`src/rtl/teclado_rx.sv`:
```
// PS/2 keyboard device-to-host receiver: synchronizes and de-glitches ps2c,
// assembles 11-bit frames and strobes each correctly received scan-code byte.
module teclado_rx #(
  parameter int unsigned FILTER_LEN  = 8,
  parameter int unsigned TIMEOUT_CYC = 50000
) (
  input  logic       clk,
  input  logic       reset,
  input  logic       ps2d,
  input  logic       ps2c,
  input  logic       rx_en,
  output logic       rx_done_tick,
  output logic [7:0] dout
);

  localparam int unsigned TW = $clog2(TIMEOUT_CYC + 1);
  localparam int unsigned NW = 4;
  localparam int unsigned BW = 10;

  typedef enum logic [1:0] {
    IDLE = 2'd0,
    DPS  = 2'd1,
    LOAD = 2'd2
  } state_t;

  state_t                state, state_next;
  logic [NW-1:0]         n_reg, n_next;
  logic [BW-1:0]         b_reg, b_next;
  logic [TW-1:0]         t_reg, t_next;
  logic [7:0]            dout_next;
  logic                  tick_next;

  logic                  ps2c_s1, ps2c_s2, ps2d_s1, ps2d_s2;
  logic [FILTER_LEN-1:0] filt_reg, filt_next;
  logic                  fclk_reg, fclk_next;
  logic                  fall_edge_c;
  logic                  frame_ok_c;

  // Two-flop synchronizers; idle line level is high.
  always_ff @(posedge clk or negedge reset) begin
    if (!reset) begin
      ps2c_s1 <= 1'b1;
      ps2c_s2 <= 1'b1;
      ps2d_s1 <= 1'b1;
      ps2d_s2 <= 1'b1;
    end else begin
      ps2c_s1 <= ps2c;
      ps2c_s2 <= ps2c_s1;
      ps2d_s1 <= ps2d;
      ps2d_s2 <= ps2d_s1;
    end
  end

  // Filtered clock changes only after FILTER_LEN identical samples.
  always_comb begin
    filt_next = {ps2c_s2, filt_reg[FILTER_LEN-1:1]};
    fclk_next = fclk_reg;
    if (&filt_next) begin
      fclk_next = 1'b1;
    end else if (~|filt_next) begin
      fclk_next = 1'b0;
    end
  end

  assign fall_edge_c = fclk_reg & ~fclk_next;

  always_ff @(posedge clk or negedge reset) begin
    if (!reset) begin
      filt_reg <= {FILTER_LEN{1'b1}};
      fclk_reg <= 1'b1;
    end else begin
      filt_reg <= filt_next;
      fclk_reg <= fclk_next;
    end
  end

  // Stop bit high and odd parity across data plus parity bit.
  assign frame_ok_c = b_reg[9] & (^b_reg[8:0]);

  always_ff @(posedge clk or negedge reset) begin
    if (!reset) begin
      state        <= IDLE;
      n_reg        <= '0;
      b_reg        <= '0;
      t_reg        <= '0;
      dout         <= 8'h00;
      rx_done_tick <= 1'b0;
    end else begin
      state        <= state_next;
      n_reg        <= n_next;
      b_reg        <= b_next;
      t_reg        <= t_next;
      dout         <= dout_next;
      rx_done_tick <= tick_next;
    end
  end

  always_comb begin
    state_next = state;
    n_next     = n_reg;
    b_next     = b_reg;
    t_next     = t_reg;
    dout_next  = dout;
    tick_next  = 1'b0;
    case (state)
      IDLE: begin
        if (fall_edge_c && rx_en && !ps2d_s2) begin
          state_next = DPS;
          n_next     = NW'(10);
          t_next     = '0;
        end
      end
      DPS: begin
        if (fall_edge_c) begin
          b_next = {ps2d_s2, b_reg[BW-1:1]};
          n_next = n_reg - NW'(1);
          t_next = '0;
          if (n_reg == NW'(1)) begin
            state_next = LOAD;
          end
        end else if (t_reg == TW'(TIMEOUT_CYC - 1)) begin
          // Keyboard stopped clocking mid-frame: abandon it silently.
          state_next = IDLE;
          t_next     = '0;
        end else begin
          t_next = t_reg + TW'(1);
        end
      end
      LOAD: begin
        state_next = IDLE;
        if (frame_ok_c) begin
          dout_next = b_reg[7:0];
          tick_next = 1'b1;
        end
      end
      default: state_next = IDLE;
    endcase
  end

endmodule

```
`config.mk`:
```
export PLATFORM = sky130hd
export DESIGN_NAME = teclado_rx
export DESIGN_NICKNAME = d
export VERILOG_FILES = /design/src/rtl/teclado_rx.sv
export SDC_FILE = /design/constraint.sdc
export NUM_CORES = 1
export LEC_CHECK = 0
export ABC_AREA = 1
export CAP_MARGIN = 20
export CORE_MARGIN = 2
export CORE_UTILIZATION = 53
export CTS_CLUSTER_DIAMETER = 150
export CTS_CLUSTER_SIZE = 24
export DETAILED_ROUTE_END_ITERATION = 8
export MAX_ROUTING_LAYER = met4
export PLACE_DENSITY_LB_ADDON = 0.3
export SYNTH_ARGS = -nofsm -noshare
export SYNTH_HDL_FRONTEND = slang
export SYNTH_SLANG_ARGS = --single-unit
```
`constraint.sdc`:
```
create_clock -name clk -period 1.7 [get_ports clk]
set_clock_uncertainty 0.15 [all_clocks]
set_input_delay 0.255 -clock clk [delete_from_list [all_inputs] [get_ports clk]]
set_output_delay 0.255 -clock clk [all_outputs]
set_load 0.02 [all_outputs]
```
==> flow_metrics.tcl, run 1 <==
set metrics [dict create \
    status "finished with violations" \
    violations "negative setup slack" \
    layout_setup_ws_ns -0.0205 \
    wl_mm 5.55 \
    area_growth_pct 22.2 \
    drt-pass1-iter-count 4 \
    core_area_sq_um 4790 \
    ios 14 \
    path_clk_slew_ns 0.09 \
    relSlewSlack 0.703 \
    grt-ovfl-total 0 \
    final_cell_mix "nand2_1 (107), dfrtp_1 (39), nand3_1 (32), inv_1 (31)" \
    ys_seq_area_frac 0.502 \
    ant_nets 0 \
    largest_reg_flops 16 \
    grt.total_usage 0.227 \
    syn_avg_cell_area_sq_um 8.14 \
    first_iter_violations 123 \
    vias_per_cell 5.20 \
    final_cell_count_no_fill 433 \
    rsz0062_at_grt "yes" \
    layout_commonest_cell "nand2_1" \
    max_freq_ghz 0.581 \
    power_leakage_uw 0.00172 \
    drive_gt1_frac 0.219 \
    hold_viol 0 \
    fin_nets 373 \
    port_buffers 13 \
    clock_latency_ns 0.31 \
    root_buffer "clkbuf_8" \
    synth.distinct_cells 29 \
    worstMarginPinSlew_ns 0.444 \
    dieArea_sq_um 5620 \
    final_area_sq_um 3260 \
    cts_buffer_depth 2 \
    slew_viol_final 0 \
    worstSetupPathType "flip-flop to flip-flop" \
    syn_nets 336 \
    initial_core_util 0.558 \
    post-dp-hpwl_mm 3.60 \
    final.period_utilization 1.01 \
    powerDensity_nw_per_um2 797 \
    tritoncts "yes" \
    ir_drop_v 0.000654 \
    worst_setup_path_end_kind "flip-flop" \
    cts.sinks 53 \
    wl_per_cell_um 12.8 \
    num_rows 25 \
    die_h_um 75.0 \
    place_congestion 0.947 \
    synth-seq-cells 53 \
    setup_viol 1 \
    h-tree-depth 2 \
    cp.required_ns 1.74 \
    placed_area_sq_um 2970 \
    grt_pass1_vias 2085 \
    die_w_um 75.0 \
    routed-via-count 2251 \
    diodes 0 \
    cts_made_buffers 5 \
    cap_violations 0 \
    start_kind "flip-flop" \
    drc 0 \
    synth_area_sq_um 2670 \
    grt_pass1_wl_mm 9.30 \
    cp_max_fo 8 \
    synth.yosys.warnings 0 \
    hp-class "input pin to flip-flop" \
    finalCriticalPeriod_ns 1.72 \
    antenna_found_initial 0 \
    synth_cells 328 \
    grt_max_degree 54 \
    place_inst 418 \
    crit_arrival_ns 1.76 \
]
kinds of logic after synthesis:
logic type / after synthesis / share of synthesized area
xor+xnor: 8 / 0.0262
buf+inv: 43 / 0.0679
flops: 53 / 0.502
simple gates: 203 / 0.351
compound gates: 18 / 0.0389
fa+ha+maj: 3 / 0.0141
path summary, 6_finish.rpt:
kind                                         to  slack (ns)  depth (start not counted)                  start
max                        t_reg[3]$_DFFE_PN0P_       -0.02                          8  filt_reg[1]$_DFF_PN1_
min                           ps2d_s1$_DFF_PN1_        0.19                          1                   ps2d
max in group asynchronous     ps2c_s1$_DFF_PN1_        0.80                          3                  reset
max reg2reg                t_reg[3]$_DFFE_PN0P_       -0.02                          8  filt_reg[1]$_DFF_PN1_
min reg2reg                   ps2d_s2$_DFF_PN1_        0.21                          0      ps2d_s1$_DFF_PN1_
min in group asynchronous   dout[4]$_DFFE_PN0P_        0.31                          3                  reset
through the flow:
stage / utilization / hold WS, ns / total power, uW / setup WS, ns / setup TNS, ns
6_report: 0.682 / 0.193 / 2600 / -0.0205 / -0.0205
3_3_place_gp: 0.620 / 0.117 / 1870 / -0.0365 / -0.175
3_5_place_dp: 0.620 / 0.119 / 1880 / -0.0697 / -0.360
5_1_grt: 0.682 / 0.177 / 2750 / -0.0815 / -1.23
4_1_cts: 0.655 / 0.181 / 2570 / -0.0163 / -0.0255
2_1_floorplan: - / -0.191 / 1730 / 0.0750 / 0
per-layer routing:
metal  wire length (um)  track usage
met5                  0            -
met3                195       0.0442
met4                120       0.0972
met2               2640        0.347
met1               2590        0.295
critical path, stage by stage (launching register included):
cell	delay, ns
dfstp_2	0.40
nor2_4	0.11
nand3_2	0.11
nor2_4	0.17
nand3_4	0.18
inv_6	0.14
nand3_4	0.16
nand3_2	0.11
nand2_1	0.07
where the power goes:
group	switching, uW	internal [uW]	total [uW]
clock network	391	290	681
logic	260	175	435
registers	109	1380	1490
total	760	1840	2600
what timing repair did:
| item | 4_1_cts | 5_1_grt |
|---|---|---|
| gates resized for setup | 9 | 43 |
| setup endpoints to repair | 16 | 48 |
| gates cloned | 2 | 0 |
| endpoints found under the hold margin | 41 | 0 |
| hold buffers | 1 | 0 |
| buffers inserted | 1 | 3 |
| pin swaps | 7 | 12 |
synth_stat cells:
| library cell | instances | area, sq um |
|---|---|---|
| buf_4 | 2 | 15.0 |
| nand2_2 | 3 | 18.8 |
| nand3_1 | 40 | 200 |
| buf_2 | 2 | 10.0 |
| ha_1 | 3 | 37.5 |
| xnor2_1 | 2 | 17.5 |
| inv_4 | 1 | 6.26 |
| o21ai_0 | 13 | 65.1 |
| inv_1 | 34 | 128 |
| o211ai_1 | 1 | 7.51 |
| nor3_1 | 5 | 25.0 |
| dfrtp_1 | 41 | 1030 |
| nand3_4 | 2 | 35.0 |
| buf_6 | 1 | 11.3 |
| nor2_4 | 2 | 22.5 |
| nor3_2 | 2 | 20.0 |
| inv_2 | 2 | 7.51 |
| clkinv_1 | 1 | 3.75 |
| o2111ai_1 | 3 | 26.3 |
| nand2_1 | 111 | 417 |
| nand4_1 | 14 | 87.6 |
| a21oi_1 | 1 | 5.00 |
| nand3_2 | 2 | 20.0 |
| nor2_2 | 1 | 6.26 |
| xor2_1 | 6 | 52.6 |
| nor2_1 | 19 | 71.3 |
| or2_2 | 1 | 6.26 |
| or2_1 | 1 | 6.26 |
| dfstp_2 | 12 | 315 |
layout make-up:
cell class | count | area, sq um
clock inverter | 1 | 5.00
multi-input combinational | 234 | 1270
fill | 397 | 1520
clock buffer | 7 | 76.3
inverter | 38 | 153
tap | 67 | 83.8
timing repair buffer | 33 | 327
sequential | 53 | 1340
Power figures use the tool's default switching activity.
==> run 2, diff against run 1 <==
Settings changed: CORE_UTILIZATION 53 to 60.
Clock period 1.7 ns to 2.1 ns, I/O delays scaled along.
==> run 2 against run 1 <==
  * Global-route usage rose by 0.30 points
  * Via count fell by 3.6%
  * The run now ends clean
  * Flip-flop and latch count did not move
  * Largest cell class unchanged
  * Sequential share of layout area rose by 3.9 points
  * Critical endpoint is now t_reg[13]$_DFFE_PN0P_
==> flow_metrics.tcl, run 2 (same netlist as run 1, synthesis figures left out) <==
set metrics [dict create \
    ir_drop_v 0.000577 \
    cts_setup_buffers 0 \
    wl_mm 4.96 \
    ios 14 \
    grt_pass1_vias 2064 \
    fin_setup_tns_ns 0 \
    first_iter_violations 193 \
    grt_pass1_wl_mm 8.94 \
    die_h_um 70.7 \
    start_kind "flip-flop" \
    largest_reg_flops 16 \
    p_int_uw 1450 \
    grt_max_degree 30 \
    cp_max_fo 8 \
    setup_viol 0 \
    ant_nets 0 \
    power_frac_seq 0.595 \
    port_buffers 13 \
    worstMarginPinSlew_ns 0.581 \
    antenna_found_initial 0 \
    post-dp-hpwl_mm 3.64 \
    cp.required_ns 2.15 \
    max_freq_ghz 0.541 \
    powerDensity_nw_per_um2 679 \
    initial_core_util 0.617 \
    p_comb_frac 0.138 \
    status "completed" \
    die_w_um 70.7 \
    crit_arrival_ns 1.90 \
    wl_per_cell_um 12.3 \
    dieArea_sq_um 5000 \
    drt-pass1-iter-count 4 \
    slew_viol_final 0 \
    root_buffer "clkbuf_8" \
    fin_nets 358 \
    hp-class "flip-flop to flip-flop" \
    ctsHoldBuffers 1 \
    grt-ovfl-total 0 \
    cts_buffer_depth 2 \
    core_area_sq_um 4320 \
    routed-via-count 2171 \
    diodes 0 \
    switching_share 0.281 \
    grt.total_usage 0.230 \
    place_congestion 0.963 \
    cts_resized 0 \
    power_leakage_uw 0.00147 \
    clockPowerShare 0.268 \
    cap_violations 0 \
    path_clk_slew_ns 0.09 \
    worst_path_max_delay_cell "dfrtp_1" \
    final_cell_mix "nand2_1 (111), dfrtp_1 (41), nand3_1 (40), inv_1 (34), nor2_1 (19)" \
    power_switching_uw 567 \
    layout_commonest_cell "nand2_1" \
    cts.sinks 53 \
    crit_chain "ha_1, nand2_1, nor2_2, inv_1, nor2_1, nand2_1, nand3_1, inv_2, nand3_1, nand2_1" \
    clock_latency_ns 0.30 \
    final.period_utilization 0.881 \
    vias_per_cell 5.39 \
    hold_viol 0 \
    tritoncts "yes" \
    cts_made_buffers 5 \
    crit_top_cell "nand2_1" \
    drive_gt1_frac 0.120 \
    num_rows 24 \
    relSlewSlack 0.613 \
    rsz0062_at_grt "no" \
    whs_ns 0.209 \
    layout_setup_ws_ns 0.251 \
    drc 0 \
    h-tree-depth 2 \
    place_ws_ns 0.282 \
    cpPeakStageDelay_ns 0.39 \
    area_growth_pct 11.4 \
    worst_setup_path_end_kind "flip-flop" \
    finalCriticalPeriod_ns 1.85 \
    worstSetupPathType "flip-flop to flip-flop" \
]
## run 2: area by class of cell
cell class                 count  area [sq um]
tap                           52          65.1
timing repair buffer          20           193
inverter                      38           145
clock inverter                 2          10.0
clock buffer                   6          72.6
sequential                    53          1340
multi-input combinational    232          1150
fill                         362          1350
## run 2: final timing paths
check | slack [ns] | cells past startpoint | endpoint | start
setup / recovery | 0.25 | 10 | t_reg[13]$_DFFE_PN0P_ | t_reg[0]$_DFFE_PN0P_
hold / removal | 0.21 | 0 | filt_reg[5]$_DFF_PN1_ | filt_reg[6]$_DFF_PN1_
setup reg to reg | 0.25 | 10 | t_reg[13]$_DFFE_PN0P_ | t_reg[0]$_DFFE_PN0P_
hold reg to reg | 0.21 | 0 | filt_reg[5]$_DFF_PN1_ | filt_reg[6]$_DFF_PN1_
max in group asynchronous | 0.78 | 3 | filt_reg[6]$_DFF_PN1_ | reset
min in group asynchronous | 0.39 | 2 | dout[6]$_DFFE_PN0P_ | reset
## run 2: per-layer routing
layer	share of wire	track usage	routed length, um
met1	0.48	0.308	2390
met3	0.046	0.0541	227
met4	0.0089	0.0755	44
met2	0.46	0.349	2300
met5	0	-	0
## run 2: through the flow
step,instances,utilization,cell area [sq um],total power (uW)
global route,403,0.688,2970,2140
CTS,403,0.688,2970,2040
finish,403,0.688,2970,2020
detailed placement,394,0.666,2880,1490
floorplan,328,-,2670,1400
global placement,394,0.666,2880,1480
## run 2: worst max-delay path: cells and delay by family, from the launching register on
kind | cells | cell delay [ns]
adders and majority gates | 1 | 0.18
and+or+nand+nor | 7 | 0.85
DFF | 1 | 0.39
buffers and inverters | 2 | 0.19
## run 2: power by group through the flow
stage | sequential (uW) | combinational, uW | clock [uW]
after detailed placement | 1220 | 277 | 0
after floorplan | 1190 | 207 | 0
final | 1200 | 278 | 540
after global routing | 1220 | 320 | 603
after global placement | 1210 | 270 | 0
after CTS | 1200 | 281 | 558
==> run 3, diff against run 2 <==
Settings changed: HOLD_SLACK_MARGIN set to 0.02.
==> results of run 3 <==
Final layout, timing and power as in run 2 (identical DEF).
